--- src/rtl/smu_bitstream_serializer.sv ---
// Frame serializer: loads a CFG_SIZE-bit configuration word on Start and
// shifts it out MSB first, one bit per cycle in which StreamEn permits.
module smu_bitstream_serializer #(
  parameter int CFG_SIZE = 100
) (
  input  logic                clk,
  input  logic                rst,
  input  logic [CFG_SIZE-1:0] ParallelIn,
  input  logic                Start,
  input  logic                StreamEn,
  output logic                SerialOut,
  output logic                StreamValid,
  output logic                Busy,
  output logic                CfgSent
);

  localparam int CW = $clog2(CFG_SIZE + 1);
  localparam logic [CW-1:0] LAST_BIT = CW'(CFG_SIZE - 1);

  typedef enum logic [1:0] {
    IDLE  = 2'd0,
    SHIFT = 2'd1,
    DONE  = 2'd2
  } state_e;

  state_e              state_q, state_d;
  logic [CFG_SIZE-1:0] shift_q, shift_d;
  logic [CW-1:0]       cnt_q,   cnt_d;

  always_ff @(posedge clk) begin
    if (!rst) begin
      state_q <= IDLE;
      shift_q <= '0;
      cnt_q   <= '0;
    end else begin
      state_q <= state_d;
      shift_q <= shift_d;
      cnt_q   <= cnt_d;
    end
  end

  always_comb begin
    state_d     = state_q;
    shift_d     = shift_q;
    cnt_d       = cnt_q;
    StreamValid = 1'b0;
    CfgSent     = 1'b0;
    Busy        = (state_q != IDLE);
    SerialOut   = shift_q[CFG_SIZE-1];

    unique case (state_q)
      IDLE: begin
        if (Start) begin
          shift_d = ParallelIn;
          cnt_d   = '0;
          state_d = SHIFT;
        end
      end
      SHIFT: begin
        StreamValid = StreamEn;
        // A stalled cycle leaves every register untouched.
        if (StreamEn) begin
          shift_d = shift_q << 1;
          if (cnt_q == LAST_BIT) begin
            state_d = DONE;
          end else begin
            cnt_d = cnt_q + 1'b1;
          end
        end
      end
      DONE: begin
        CfgSent = 1'b1;
        state_d = IDLE;
      end
      default: state_d = IDLE;
    endcase
  end

endmodule

--- config.mk ---
export PLATFORM = sky130hd
export DESIGN_NAME = smu_bitstream_serializer
export DESIGN_NICKNAME = d
export VERILOG_FILES = /design/src/rtl/smu_bitstream_serializer.sv
export SDC_FILE = /design/constraint.sdc
export NUM_CORES = 1
export LEC_CHECK = 0
export ABC_AREA = 1
export BUFFER_PORTS_ARGS = -buffer_cell sky130_fd_sc_hd__buf_2
export CAP_MARGIN = 20
export CORE_UTILIZATION = 42
export DETAILED_ROUTE_END_ITERATION = 8
export HOLD_SLACK_MARGIN = 0.1
export PLACE_DENSITY = 0.63
export RECOVER_POWER = 25
export SLEW_MARGIN = 20
export SYNTH_ARGS = -nofsm -noshare
export SYNTH_HDL_FRONTEND = slang
export SYNTH_SLANG_ARGS = --single-unit
--- constraint.sdc ---
create_clock -name clk -period 2.35 [get_ports clk]
set_clock_uncertainty 0.15 [all_clocks]
set_input_delay 0.1175 -clock clk [delete_from_list [all_inputs] [get_ports clk]]
set_output_delay 0.1175 -clock clk [all_outputs]
set_load 0.05 [all_outputs]
# Word level (Yosys, flattened, before mapping)
# Cells that the tools add are included.
# totals
register_bits	109
out_inout_bits	4
word_cells	30
in_bits	104
# op_classes
muxes	13
n_eq_ne	7
n_reduce_logical	6
n_addsub	1
# op_table
op	n
$mux W100	2
$pmux W100 S2	1
$mux W7	3
$pmux W7 S2	1
$ne A2 B2 Y1 const B	4
$add A7 B1 Y7 const B	1
$eq A7 B7 Y1 const B	1
$mux W2	3
$reduce_and A3 Y1	2
$pmux W2 S2	1
$reduce_and A4 Y1	1
$reduce_bool A2 Y1	2
$eq A2 B1 Y1 const B	1
$eq A2 B2 Y1 const B	1
$logic_not A2 Y1	1
$mux W1	2

# Depth between registers and ports, before layout
# Gate-level depths: netlist of run 1.
# depth
ltp_word	4
mapped_depth	10
ltp_nobuf	10

# Worst setup path after synthesis of run 1
# No wires, ideal clock.
# synth_timing
kind	register -> register
from	register cnt_q[0]
to	register cnt_q[4]
setup_slack_ns	0.884
t_arrival_ns	1.246
path_buffers	0
required_ns	2.130
setup_time_ns	0.070
synth_period_minus_slack_ns	1.466
stages_incl_launch_ff	8
path_cell_list	dfxtp_1 ha_1 nand2_1 inv_1 nand4_1 nand2_1 nand2_1 a21oi_1
# synth_between
elab_chain_len	4
word_cells_on_any_way	7
cone_classes	1 x add/sub; 2 x eq/ne; 3 x mux; 1 x reduce/logical
# synth_rtl
item	line_no	text
start: declaration	28	logic [CW-1:0] cnt_q, cnt_d;
start signal: assignment	38	cnt_q <= cnt_d;
$add A7 B1 Y7	67	cnt_d = cnt_q + 1'b1;
$mux W7	64	if (cnt_q == LAST_BIT) begin
$mux W7	62	if (StreamEn) begin
$pmux W7 S2	51	unique case (state_q)
# Several ways; a longest one is shown, not always the timed one. The select of a mux whose other input is x is not followed.
# A chain may end at the register's enable or synchronous reset.

# Final worst setup path of run 1
# layout_timing
from	register state_q[0]
to	register shift_q[0]
# layout_between
elab_chain_len	3
word_cells_on_any_way	7
cone_classes	3 x eq/ne; 1 x mux; 3 x reduce/logical
# layout_rtl
item	line_no	text
start: declaration	26	state_e state_q, state_d;
start signal: assignment	36	state_q <= state_d;
$eq A2 B1 Y1 / $logic_not A2 Y1 (equally long branches)	51	
$ne A2 B2 Y1 (no source line) / $reduce_bool A2 Y1 (equally long branches)	n/a	
$reduce_and A3 Y1 (no source line)	n/a	
end signal: assignment	37	shift_q <= shift_d;
end: declaration	27	logic [CFG_SIZE-1:0] shift_q, shift_d;
# Several ways; a longest one is shown, not always the timed one.

==> impl_metrics.ini, run 1 <==
[final_layout]
fin_cells = 960
insertedDiodeCount = 0
nNetsFinal = 921
drive_gt1_share_pct = 15.2
syn_to_final_growth_pct = 37.6

[power]
power_density_nw_per_um2 = 666
switching_power_uw = 1220
power_frac_seq_pct = 48.9
intPower_uw = 3200
clkPwrFrac_pct = 30.9
p_leak_uw = 0.00308
p_total_uw = 4420
switching_share_pct = 27.6
ir_drop_mv = 0.518
combPwrFrac_pct = 20.2

[clock_tree]
clock_latency_ps = 340
clockRootBuffer = clkbuf_16
cts_resized = 0
cts_sinks = 109
cts_buffers = 9
h-tree-depth = 3
cts_tree = built
clk_pin_slew_ps = 70
cts_buffer_depth = 2

[timing]
min_period_ps = 2190
period_share_pct = 93.1
hold-worst-slack_ps = 144
drv_slew = 0
fin_ws_ps = 162
rsz0062_at_grt = false
fmax_ghz = 0.457
final_hold_viol_count = 0
setup_viol = 0
relSlewSlack_pct = 51.2
tightest_slew_ps = 732
fin_setup_tns_ps = 0

[placement]
post-place-ws_ps = 460
dp.cells = 842
io_buffer_count = 107
gp_congestion = 0.827
hpwl_mm = 6.79

[routing]
avgRoutedWirePerCell_um = 12.7
drt_iter0_markers = 360
first_pass_iters = 5
drc = 0
drt-total-wl_mm = 12.2
vias = 5028
vias_per_cell = 5.24
ant_nets = 0

[logic_synthesis]
synth_seq_cells = 109
synth_top_family_by_area = simple AND/OR/NAND/NOR gates
ys_seq_area_share_pct = 45.2
synthCells = 644
synth_area_um2 = 4820
syn_nets = 749
synthAdderAreaFrac_pct = 0.259
avgSynthCellArea_um2 = 7.49
synth.mux.area_fraction_pct = 0
synth-simple-area-share_pct = 24.1
yosysUniqueCellTypes = 24
ys_warn_count = 0
synth_xor_area_share_pct = 0.363
synth-compound-area-share_pct = 22.9

[setup_path]
cp.arrival_ps = 2320
crit_fanout = 6
start_kind = register
endpoint_kind = register
critPathKind = register to register
cp-startpoint = state_q[0]$_SDFFE_PN0P_
r2r_start = state_q[0]$_SDFFE_PN0P_
required_ps = 2480

[grt]
track_usage_pct = 20.8
grt_pass1_wl_mm = 20.1
antenna_found_initial = 0
grt-ovfl-total = 0
grt_max_degree = 103
grt_pass1_vias = 4661

[floorplan]
core_area_um2 = 11000
io_pins = 108
initial_utilization_pct = 43.7
die_x_um = 109
dieHeight_um = 109
die-area_um2 = 11900
rows = 38

[min_path]
hp-class = primary input to register
hp-start = rst

[job]
drv_cap = 0

[outcome]
status = finished, final reports clean
[power by group through the flow]
| stage | sequential [uW] | clock (uW) | combinational (uW) |
|---|---|---|---|
| finish | 2160 | 1360 | 893 |
| global route | 2190 | 1490 | 1000 |
| CTS | 2160 | 1410 | 895 |
| detailed placement | 2200 | 0 | 761 |
| global placement | 2190 | 0 | 741 |
| floorplan | 2180 | 0 | 579 |
[cell type report]
type,count,area [um2]
Sequential cell,109,2180
Timing Repair Buffer,217,1660
Clock inverter,2,10.0
Tap cell,140,175
Multi-Input combinational cell,464,2310
Clock buffer,13,250
Inverter,15,56.3
Fill cell,984,4390
[state kept, by name (all words and copies together), names as in the netlist]
signal,count
shift_q,100
cnt_q,7
state_q,2
[routing by layer]
metal	vias to the layer above	track usage, %	share of wire (%)
li1	2542	-	-
met2	144	35.7	47
met3	20	3.95	4.5
met1	2322	25.7	46
met5	-	0	0
met4	0	8.00	2.0
[cells in the mapped netlist]
| library cell | n | area share [%] |
|---|---|---|
| a31oi_1 | 66 | 8.6 |
| o21ai_1 | 6 | 0.62 |
| ha_1 | 1 | 0.26 |
| inv_1 | 15 | 1.2 |
| xnor2_1 | 1 | 0.18 |
| o211a_1 | 33 | 6.8 |
| buf_6 | 4 | 0.93 |
| dfxtp_1 | 109 | 45 |
| nand3b_1 | 1 | 0.16 |
| nor2_1 | 11 | 0.86 |
| nand2_2 | 2 | 0.26 |
| buf_2 | 27 | 2.8 |
| clkbuf_1 | 17 | 1.3 |
| buf_1 | 5 | 0.39 |
| o21ai_0 | 61 | 6.3 |
| nand2_1 | 225 | 18 |
| buf_4 | 3 | 0.47 |
| nor3_1 | 1 | 0.10 |
| xor2_1 | 1 | 0.18 |
| nand3_1 | 47 | 4.9 |
| nand4_1 | 2 | 0.26 |
| a21oi_1 | 4 | 0.41 |
| o211ai_1 | 1 | 0.16 |
| nor2_2 | 1 | 0.13 |
[timing repair]
item,in CTS,in global routing
hold buffers,103,0
setup buffers,0,0
hold endpoints to repair,101,0
[worst paths after layout]
path	cells past startpoint	endpoint	slack [ps]
setup reg to reg	5	shift_q[0]$_SDFFE_PN0P_	160
hold reg to reg	2	shift_q[26]$_SDFFE_PN0P_	330
setup / recovery	5	shift_q[0]$_SDFFE_PN0P_	160
hold / removal	3	shift_q[59]$_SDFFE_PN0P_	140
[placed cells by master, fill, tap and decap left out, drive strengths merged]
master and instances:
o211a 33, buf 110, inv 15, clkbuf 17, ha 1, nand2 227, a21oi 4, nand3b 1
nor3 1, xor2 1, nand4 2, dfxtp 109, o211ai 1, nand3 47, xnor2 1, a31oi 66
dlygate4sd3 103, nor2 12, o21ai 67, clkinv 2
[per-stage QoR]
stage	cell area [um2]	util, %
5_1_grt	6640	60.2
6_report	6640	60.2
3_5_place_dp	5370	48.7
3_3_place_gp	5370	48.7
4_1_cts	6660	60.4
2_1_floorplan	4820	-
[critical path, cell delays in order (launching register included)]
cell and delay, ps:
dfxtp_1 380, nor2_1 240, nand3_1 120, dlygate4sd3_1 580
a21oi_1 130, dlygate4sd3_1 540
[kinds of logic (layout without fill, tap and decap cells)]
family	count (synthesis)	after routing
AOI/OAI and AO/OA	171	171
and+or+nand+nor	290	290
adders and majority gates	1	1
DFF	109	109
buffers and inverters	71	247
xor gates and xnor gates	2	2
Note: power is estimated with default switching activity, not from simulation.
==> run 2: changes to the inputs <==
ABC_AREA = not set   (was 1)
CORE_UTILIZATION = 45   (was 42)
PLACE_DENSITY = 0.67   (was 0.63)
clock period = 2.2 ns   (was 2.35 ns; I/O delays follow)
==> run 2 against run 1 <==
Hold slack improved by 210 ps. Sequential cell count unchanged. Combinational power shrank 2%. Non-clock buffer count is 3 higher. Global-route usage grew 1.1 points. Count of clock-buffer cells in the layout down 4. Core utilization increased by 2.8 points. Via count grew 0.28%. Synthesized cell count down 4.7%. Die area rose by 0.17%. Critical path depth did not move. Sequential power rose by 4%.
==> impl_metrics.ini, run 2 <==
[placement]
hpwl_mm = 7.18
gp_congestion = 0.810
io_buffer_count = 107
post-place-ws_ps = 378

[power]
p_leak_uw = 0.00377
intPower_uw = 3380
power_frac_seq_pct = 48.0
ir_drop_mv = 0.451
power_density_nw_per_um2 = 673
switching_power_uw = 1290
switching_share_pct = 27.6
clkPwrFrac_pct = 33.2
combPwrFrac_pct = 18.7

[floorplan]
die-area_um2 = 11900
die_x_um = 109
io_pins = 108
core_area_um2 = 11000
rows = 38
initial_utilization_pct = 46.9
dieHeight_um = 109

[logic_synthesis]
synthCells = 614
syn_nets = 719
synth_top_area_share_pct = 42.1
synth_top_family_by_area = simple AND/OR/NAND/NOR gates
ys_warn_count = 0
synth-simple-area-share_pct = 28.1
avgSynthCellArea_um2 = 8.43
ys_seq_area_share_pct = 42.1
synth.most_common_cell = nand2_1
async_flop_share_pct = 0
synthAdderAreaFrac_pct = 0.242
yosysUniqueCellTypes = 40
synthTopCellsByArea = dfxtp_1 42%, o211a_1 19%, nand2_1 15%
synth_edf_count = 0
synth-compound-area-share_pct = 21.7
synth_top_area_cell = dfxtp_1
synth_area_um2 = 5180
synth_seq_cells = 109
synth_xor_area_share_pct = 0
synth_common_cells = 202 x nand2_1, 109 x dfxtp_1, 102 x nand3_1, 99 x o211a_1, 22 x buf_6
ys.flop_type = dfxtp_1
synth.mux.area_fraction_pct = 0

[routing]
first_pass_iters = 4
drt-total-wl_mm = 13.1
ant_nets = 0
avgRoutedWirePerCell_um = 14.0
vias_per_cell = 5.40
vias = 5042
drt_iter0_markers = 442
drc = 0

[clock_tree]
clockRootBuffer = clkbuf_16
cts_buffer_depth = 2
clock_latency_ps = 340
cts_tree = built
cts_setup_buffers = 0
clk_pin_slew_ps = 70
h-tree-depth = 3
cts_buffers = 9
cts_sinks = 109

[grt]
track_usage_pct = 21.9
grt-ovfl-total = 0
antenna_found_initial = 0
grt_pass1_vias = 4852
grt_max_degree = 69
grt_pass1_wl_mm = 20.9

[timing]
period_share_pct = 93.1
rsz0062_at_grt = false
drv_slew = 0
fmax_ghz = 0.488
tightest_slew_ps = 630
setup_viol = 0
final_hold_viol_count = 0
min_period_ps = 2050
relSlewSlack_pct = 58.0
fin_setup_tns_ps = 0
hold-worst-slack_ps = 352
fin_ws_ps = 151

[setup_path]
r2r_start = cnt_q[4]$_SDFFE_PN0P_
cp-startpoint = cnt_q[4]$_SDFFE_PN0P_
crit_chain = nand4bb_1 -> nor3b_2 -> nand3_1 -> nor4bb_1 -> dlygate4sd3_1
critPathKind = register to register
start_kind = register
required_ps = 2280
crit_fanout = 5
endpoint_kind = register
crit_slowest_cell = dlygate4sd3_1
critical_path.top_delay_family = simple AND/OR/NAND/NOR gates
max_stage_delay_ps = 580
cp.arrival_ps = 2130
critPathBufInv = 1

[final_layout]
final_common_cell = nand2_1
syn_to_final_growth_pct = 34.2
nNetsFinal = 893
top_register = shift_q
insertedDiodeCount = 0
layout_common_cells = 202 x nand2_1, 109 x dfxtp_1, 104 x dlygate4sd3_1
drive_gt1_share_pct = 17.5
top_regs = shift_q: 100 flops, cnt_q: 7 flops, state_q: 2 flops
largest_reg_flops = 100

[job]
drv_cap = 0

[min_path]
hp-class = register to register
hp-start = shift_q[23]$_SDFFE_PN0P_

[outcome]
status = finished, final reports clean
-- run 2: cells by family after synthesis --
family                     Yosys count
AOI/OAI and AO/OA                  117
and+or+nand+nor                    330
buffers and inverters               57
DFF                                109
adders and majority gates            1
-- run 2: power groups by stage --
stage          clock, uW  sequential, uW  combinational (uW)
2_1_floorplan          0            2270                 573
3_3_place_gp           0            2280                 706
3_5_place_dp           0            2290                 729
4_1_cts             1590            2240                 873
5_1_grt             1680            2260                 969
6_report            1550            2250                 875
-- run 2: worst paths after layout --
check	endpoint	slack, ps	cells past startpoint
min	shift_q[23]$_SDFFE_PN0P_	350	1
max	state_q[0]$_SDFFE_PN0P_	150	5
min reg2reg	shift_q[23]$_SDFFE_PN0P_	350	1
max reg2reg	state_q[0]$_SDFFE_PN0P_	150	5
-- run 2: per-stage QoR --
| step | total power (uW) | cell area [um2] | util (%) | cells |
|---|---|---|---|---|
| finish | 4670 | 6950 | 63.0 | 933 |
| detailed placement | 3020 | 5640 | 51.2 | 813 |
| CTS | 4710 | 6970 | 63.2 | 933 |
| global route | 4910 | 6950 | 63.0 | 933 |
| global placement | 2980 | 5640 | 51.2 | 813 |
| floorplan | 2840 | 5180 | - | 614 |
-- run 2: final cells by class --
cell class,instances,area [um2]
clock buffers,9,225
clock inverters,7,57.6
fillers,935,4080
multi-input cells,448,2610
flip-flops and latches,109,2180
well taps,140,175
repair buffers,220,1700
-- run 2: per-layer routing --
layer / up-vias / wire, um / global-route usage, % / share of wire [%]
met2: 153 / 6470 / 39.8 / 49
li1: 2500 / - / - / -
met5: - / 0 / 0 / 0
met4: 0 / 295 / 8.57 / 2.3
met3: 31 / 588 / 4.06 / 4.5
met1: 2358 / 5750 / 25.2 / 44
-- run 2: what timing repair did --
action / 4_1_cts / 5_1_grt
gates resized for setup: 0 / 1
hold buffers: 104 / 0
setup endpoints to repair: 0 / 1
hold endpoints to repair: 108 / 0
